`config.mk`:
```
export PLATFORM = sky130hd
export DESIGN_NAME = nibble_serial_adder_ctrl
export DESIGN_NICKNAME = d
export VERILOG_FILES = /design/src/rtl/nibble_serial_adder_ctrl.sv
export SDC_FILE = /design/constraint.sdc
export NUM_CORES = 1
export LEC_CHECK = 0
export ABC_AREA = 1
export ABC_CLOCK_PERIOD_IN_PS = 1900
export CORE_MARGIN = 2
export CORE_UTILIZATION = 49
export CTS_CLUSTER_DIAMETER = 50
export DETAILED_ROUTE_END_ITERATION = 6
export PLACE_DENSITY = 0.8
export SKIP_CTS_REPAIR_TIMING = 1
export SYNTH_ARGS = -nofsm -noshare
export SYNTH_HDL_FRONTEND = slang
export SYNTH_SLANG_ARGS = --single-unit
```
`constraint.sdc`:
```
create_clock -name clk -period 1.9 [get_ports clk]
set_input_delay 0.285 -clock clk [delete_from_list [all_inputs] [get_ports clk]]
set_output_delay 0.285 -clock clk [all_outputs]
set_load 0.01 [all_outputs]
```
`src/rtl/nibble_serial_adder_ctrl.sv`:
```
// nibble_serial_adder_ctrl
//
// Performs a wide unsigned add by reusing one external combinational 4-bit
// adder slice over NIBBLES nibbles, least-significant nibble first. The
// slice carry-out of one nibble becomes the carry-in of the next.
//
// Optional feature macro: ADDER_SEQ_OVF_EN adds the signed-overflow output
// `ovf`. When the macro is undefined, the port and its register are absent.
//
// Ports
//   clk, rst          system clock; asynchronous active-high reset
//   start, a, b, c_in request and operands; sampled only in IDLE
//   busy              high while nibbles are being processed (RUN)
//   done              one-cycle pulse when sum/c_out become valid
//   sum, c_out        result and final carry; held until the next accepted start
//   slice_a/b/cin     drive to the shared adder slice (zero outside RUN)
//   slice_sum/cout    combinational return from the shared adder slice
//   ovf               signed overflow (ADDER_SEQ_OVF_EN only)
//
// State table
//   IDLE | waiting for start; result registers hold the last result
//   RUN  | one nibble per cycle through the slice, idx_q selects the nibble
//   DONE | result valid, done pulse; returns to IDLE unconditionally

module nibble_serial_adder_ctrl #(
  parameter int NIBBLES = 4
) (
  input  logic                   clk,
  input  logic                   rst,
  input  logic                   start,
  input  logic [4*NIBBLES-1:0]   a,
  input  logic [4*NIBBLES-1:0]   b,
  input  logic                   c_in,
  output logic                   busy,
  output logic                   done,
  output logic [4*NIBBLES-1:0]   sum,
  output logic                   c_out,
  output logic [3:0]             slice_a,
  output logic [3:0]             slice_b,
  output logic                   slice_cin,
  input  logic [3:0]             slice_sum,
  input  logic                   slice_cout
`ifdef ADDER_SEQ_OVF_EN
  ,
  output logic                   ovf
`endif
);

  localparam int W     = 4 * NIBBLES;
  localparam int IDX_W = (NIBBLES > 1) ? $clog2(NIBBLES) : 1;
  localparam logic [IDX_W-1:0] LAST_IDX = IDX_W'(NIBBLES - 1);
  localparam logic [IDX_W-1:0] IDX_ONE  = IDX_W'(1);

  typedef enum logic [1:0] {
    IDLE = 2'd0,
    RUN  = 2'd1,
    DONE = 2'd2
  } state_t;

  state_t           state_q;
  logic [W-1:0]     a_q;
  logic [W-1:0]     b_q;
  logic [W-1:0]     sum_q;
  logic             carry_q;
  logic [IDX_W-1:0] idx_q;
  logic             busy_q;
  logic             done_q;
`ifdef ADDER_SEQ_OVF_EN
  logic             ovf_q;
`endif

  always_ff @(posedge clk or posedge rst) begin
    if (rst) begin
      state_q <= IDLE;
      a_q     <= '0;
      b_q     <= '0;
      sum_q   <= '0;
      carry_q <= 1'b0;
      idx_q   <= '0;
      busy_q  <= 1'b0;
      done_q  <= 1'b0;
`ifdef ADDER_SEQ_OVF_EN
      ovf_q   <= 1'b0;
`endif
    end else begin
      case (state_q)
        IDLE: begin
          done_q <= 1'b0;
          if (start) begin
            a_q     <= a;
            b_q     <= b;
            carry_q <= c_in;
            idx_q   <= '0;
            sum_q   <= '0;
            busy_q  <= 1'b1;
            state_q <= RUN;
`ifdef ADDER_SEQ_OVF_EN
            ovf_q   <= 1'b0;
`endif
          end
        end
        RUN: begin
          sum_q[idx_q*4 +: 4] <= slice_sum;
          carry_q             <= slice_cout;
          idx_q               <= idx_q + IDX_ONE;
          if (idx_q == LAST_IDX) begin
            busy_q  <= 1'b0;
            done_q  <= 1'b1;
            state_q <= DONE;
`ifdef ADDER_SEQ_OVF_EN
            // slice_sum[3] is the result MSB while the top nibble is on the slice
            ovf_q   <= (a_q[W-1] == b_q[W-1]) && (slice_sum[3] != a_q[W-1]);
`endif
          end
        end
        DONE: begin
          done_q  <= 1'b0;
          state_q <= IDLE;
        end
        default: begin
          busy_q  <= 1'b0;
          done_q  <= 1'b0;
          state_q <= IDLE;
        end
      endcase
    end
  end

  // Slice is only driven while a nibble is in flight so it sees quiet inputs otherwise.
  always_comb begin
    slice_a   = 4'd0;
    slice_b   = 4'd0;
    slice_cin = 1'b0;
    if (state_q == RUN) begin
      slice_a   = a_q[idx_q*4 +: 4];
      slice_b   = b_q[idx_q*4 +: 4];
      slice_cin = carry_q;
    end
  end

  assign busy  = busy_q;
  assign done  = done_q;
  assign sum   = sum_q;
  assign c_out = carry_q;
`ifdef ADDER_SEQ_OVF_EN
  assign ovf   = ovf_q;
`endif

endmodule

```
==> flow_metrics.tcl <==
set metrics [dict create \
    grt_start_max_net_pins 23 \
    cpMaxStageDelayCell "dfrtp_1" \
    dpl_cell_area_sq_um 3480 \
    fin_crit_sh_pct 90.7 \
    async_flop_share_pct 100 \
    synth_area_leaders "dfrtp_1 51%, nand2_1 13%, nand3_1 6.7%" \
    worstSetupPathType "reg2out" \
    multi_input_area_sq_um 1030 \
    timing.final.ws_setup_ns 0.177 \
    synth_edf_count 0 \
    clock_latency_ns 0.31 \
    grt_overflow_total 0 \
    synth_fa_ha_area_share_pct 2.80 \
    crit_family "flip-flops" \
    die-area_sq_um 6070 \
    synth-xor-area-share_pct 0 \
    muxShareOfSynthArea_pct 0 \
    synthCells 321 \
    rsz0062_at_grt "no" \
    ys_types 18 \
    drtAntennaViolNets 0 \
    die_w_um 77.9 \
    dr.pass1.iters 4 \
    avgViaCountPerCell 4.94 \
    place_congestion 0.909 \
    dpl_worst_slack_ns 0.0239 \
    switching_share_pct 39.9 \
    syn_nets 368 \
    fin_area_sq_um 3630 \
    clk_path_buf_depth 2 \
    core-area_sq_um 5200 \
    cts_buffers 5 \
    clock.fmax_mhz 581 \
    startpoint_type "register" \
    synth.top_cell.area_share_pct 51.4 \
    synth_most_common_cell "nand2_1" \
    vias 2299 \
    critPathBufInv 2 \
    final_nets 441 \
    dr_wl_met3_um 210 \
    final_hold_viol_count 0 \
    detail_route.wl_per_cell_um 13.2 \
    grt_pass1_wl_mm 10.6 \
    post-route-min-period_ns 1.72 \
    drt_iter0_markers 110 \
    synth_compound_area_share_pct 12.4 \
    status "complete, no violations" \
    drc 0 \
    placementRows 26 \
    globalRouteTotalUtil_pct 21.9 \
    yosys.area.top_type "dfrtp_1" \
    ioPinCount 69 \
    synth_commonest_cells "96 x nand2_1, 55 x dfrtp_1, 43 x inv_1" \
    hp-class "in2async" \
    arrival_ns 1.44 \
    power.clock.fraction_pct 14.5 \
    cp_max_fo 11 \
    finClkSkew_ns 0.00608 \
    detailed_place_hpwl_mm 4.54 \
    crit_cells 5 \
    pwr-share-seq_pct 33.5 \
    r2r_start "idx_q[0]" \
    r2r_cells 5 \
    area_delta_synth_final_pct 35.5 \
    antenna_found_initial 0 \
    startpoint "idx_q[0]" \
    yosys_most_used_dff "dfrtp_1" \
    tightest_slew_ns 0.350 \
    die_y_um 77.9 \
    worstPathCellList "buf_4, nand2_1, nand3_1, a21oi_1, dlymetal6s2s_1" \
    setup_viol 0 \
    yosysSeqAreaShare_pct 51.4 \
    root_buffer "clkbuf_8" \
    crit_required_ns 1.62 \
    power_density_nw_per_um2 1520 \
    holdWs_ns 0.216 \
    slew_violations 0 \
    power_frac_comb_pct 52.0 \
    wl_met1_mm 2.82 \
    yosysWarnings 0 \
    antennaDiodeCount 0 \
    wl_met2_mm 2.99 \
    power.switching_mw 2.20 \
    cp-end-kind "primary output" \
    synth_top_family_by_area "simple AND/OR/NAND/NOR gates" \
    tns_ns 0 \
    regArea_sq_um 1380 \
    syn_avg_cell_area_sq_um 8.34 \
    fin_util_pct 69.7 \
    slowest_delay_ns 0.43 \
    synthesis.area_sq_um 2680 \
    power.leakage_nw 1.87 \
    clock-sinks 55 \
    drv_cap 0 \
    drive_gt1_share_pct 11.6 \
    port_buffers 68 \
    synthSimpleGateAreaFrac_pct 22.9 \
    clk_pin_slew_ns 0.10 \
    synth-seq-cells 55 \
    irDropWorstVdd_uv 1050 \
    initial_core_util_pct 51.4 \
    wl_mm 6.15 \
    fillers 440 \
    internal_power_mw 3.32 \
    htreeDepth 2 \
    grt_pass1_vias 2327 \
    cts_tree "done" \
    top_layer_used "met4" \
    max-slew-margin-rel_pct 76.6 \
]
## cells by family (layout without fill, tap and decap cells)
family | after synthesis | count (layout)
AOI/OAI and AO/OA | 52 | 52
adders and majority gates | 6 | 6
buffers and inverters | 61 | 135
DFF | 55 | 55
and+or+nand+nor | 147 | 147
## per-layer routing
metal,GRT usage (%),vias to the layer above
met3,2.79,9
met1,29.4,1093
met5,0,-
met2,36.1,46
li1,-,1151
met4,8.77,0
## stage by stage
step                total power [mW]  std cells
finish                          5.53        465
global placement                4.67        457
detailed placement              4.77        457
floorplan                       3.66        321
CTS                             5.57        465
global route                    5.95        465
## flip-flops by register name, summed over array words and instances (netlist names)
register	cells
done	1
c_out	1
a_q	16
busy	1
state_q	2
b_q	16
idx_q	2
sum	16
## path summary, 6_finish.rpt
kind | to | slack [ns]
worst max-delay path | slice_a[0] | 0.18
worst min-delay path | sum[13] | 0.22
worst max register to register | sum[3] | 0.41
worst min register to register | sum[3] | 0.49
max in group asynchronous | a_q[12] | 1.15
min in group clk | sum[3] | 0.49
## layout by cell type, fill, tap and decap left out, types with 4 or more instances in the layout
master	netlist	final
nand2_1	96	95
clkdlybuf4s50_1	0	59
dfrtp_1	55	55
inv_1	43	42
nand3_1	36	36
o21ai_1	23	23
o21ai_2	18	18
nor2_1	12	12
a21oi_1	9	9
dlymetal6s2s_1	0	9
buf_4	0	7
ha_1	6	6
clkbuf_8	0	6
inv_2	5	5
buf_12	0	4
## layout make-up
type / instances / share of cell area [%]
flip-flops and latches: 55 / 37.9
multi-input cells: 205 / 28.3
repair buffers: 79 / 23.0
inverters: 48 / 5.03
well taps: 70 / 2.41
clock buffers: 6 / 2.28
clock inverters: 2 / 0.966
## power groups by stage
stage / Sequential, mW / Combinational (mW) / Clock [mW]
floorplan: 1.89 / 1.77 / 0
global placement: 1.84 / 2.83 / 0
detailed placement: 1.87 / 2.90 / 0
CTS: 1.84 / 2.92 / 0.809
global route: 1.90 / 3.20 / 0.850
finish: 1.85 / 2.87 / 0.800
## worst reg2reg max path, cell delays in order (launching register included)
cell and delay [ns]:
dfrtp_1 0.43, inv_4 0.20, ha_1 0.32, nor2_1 0.25
nand3_1 0.13, nand2_1 0.10
Power figures use the tool's default switching activity.
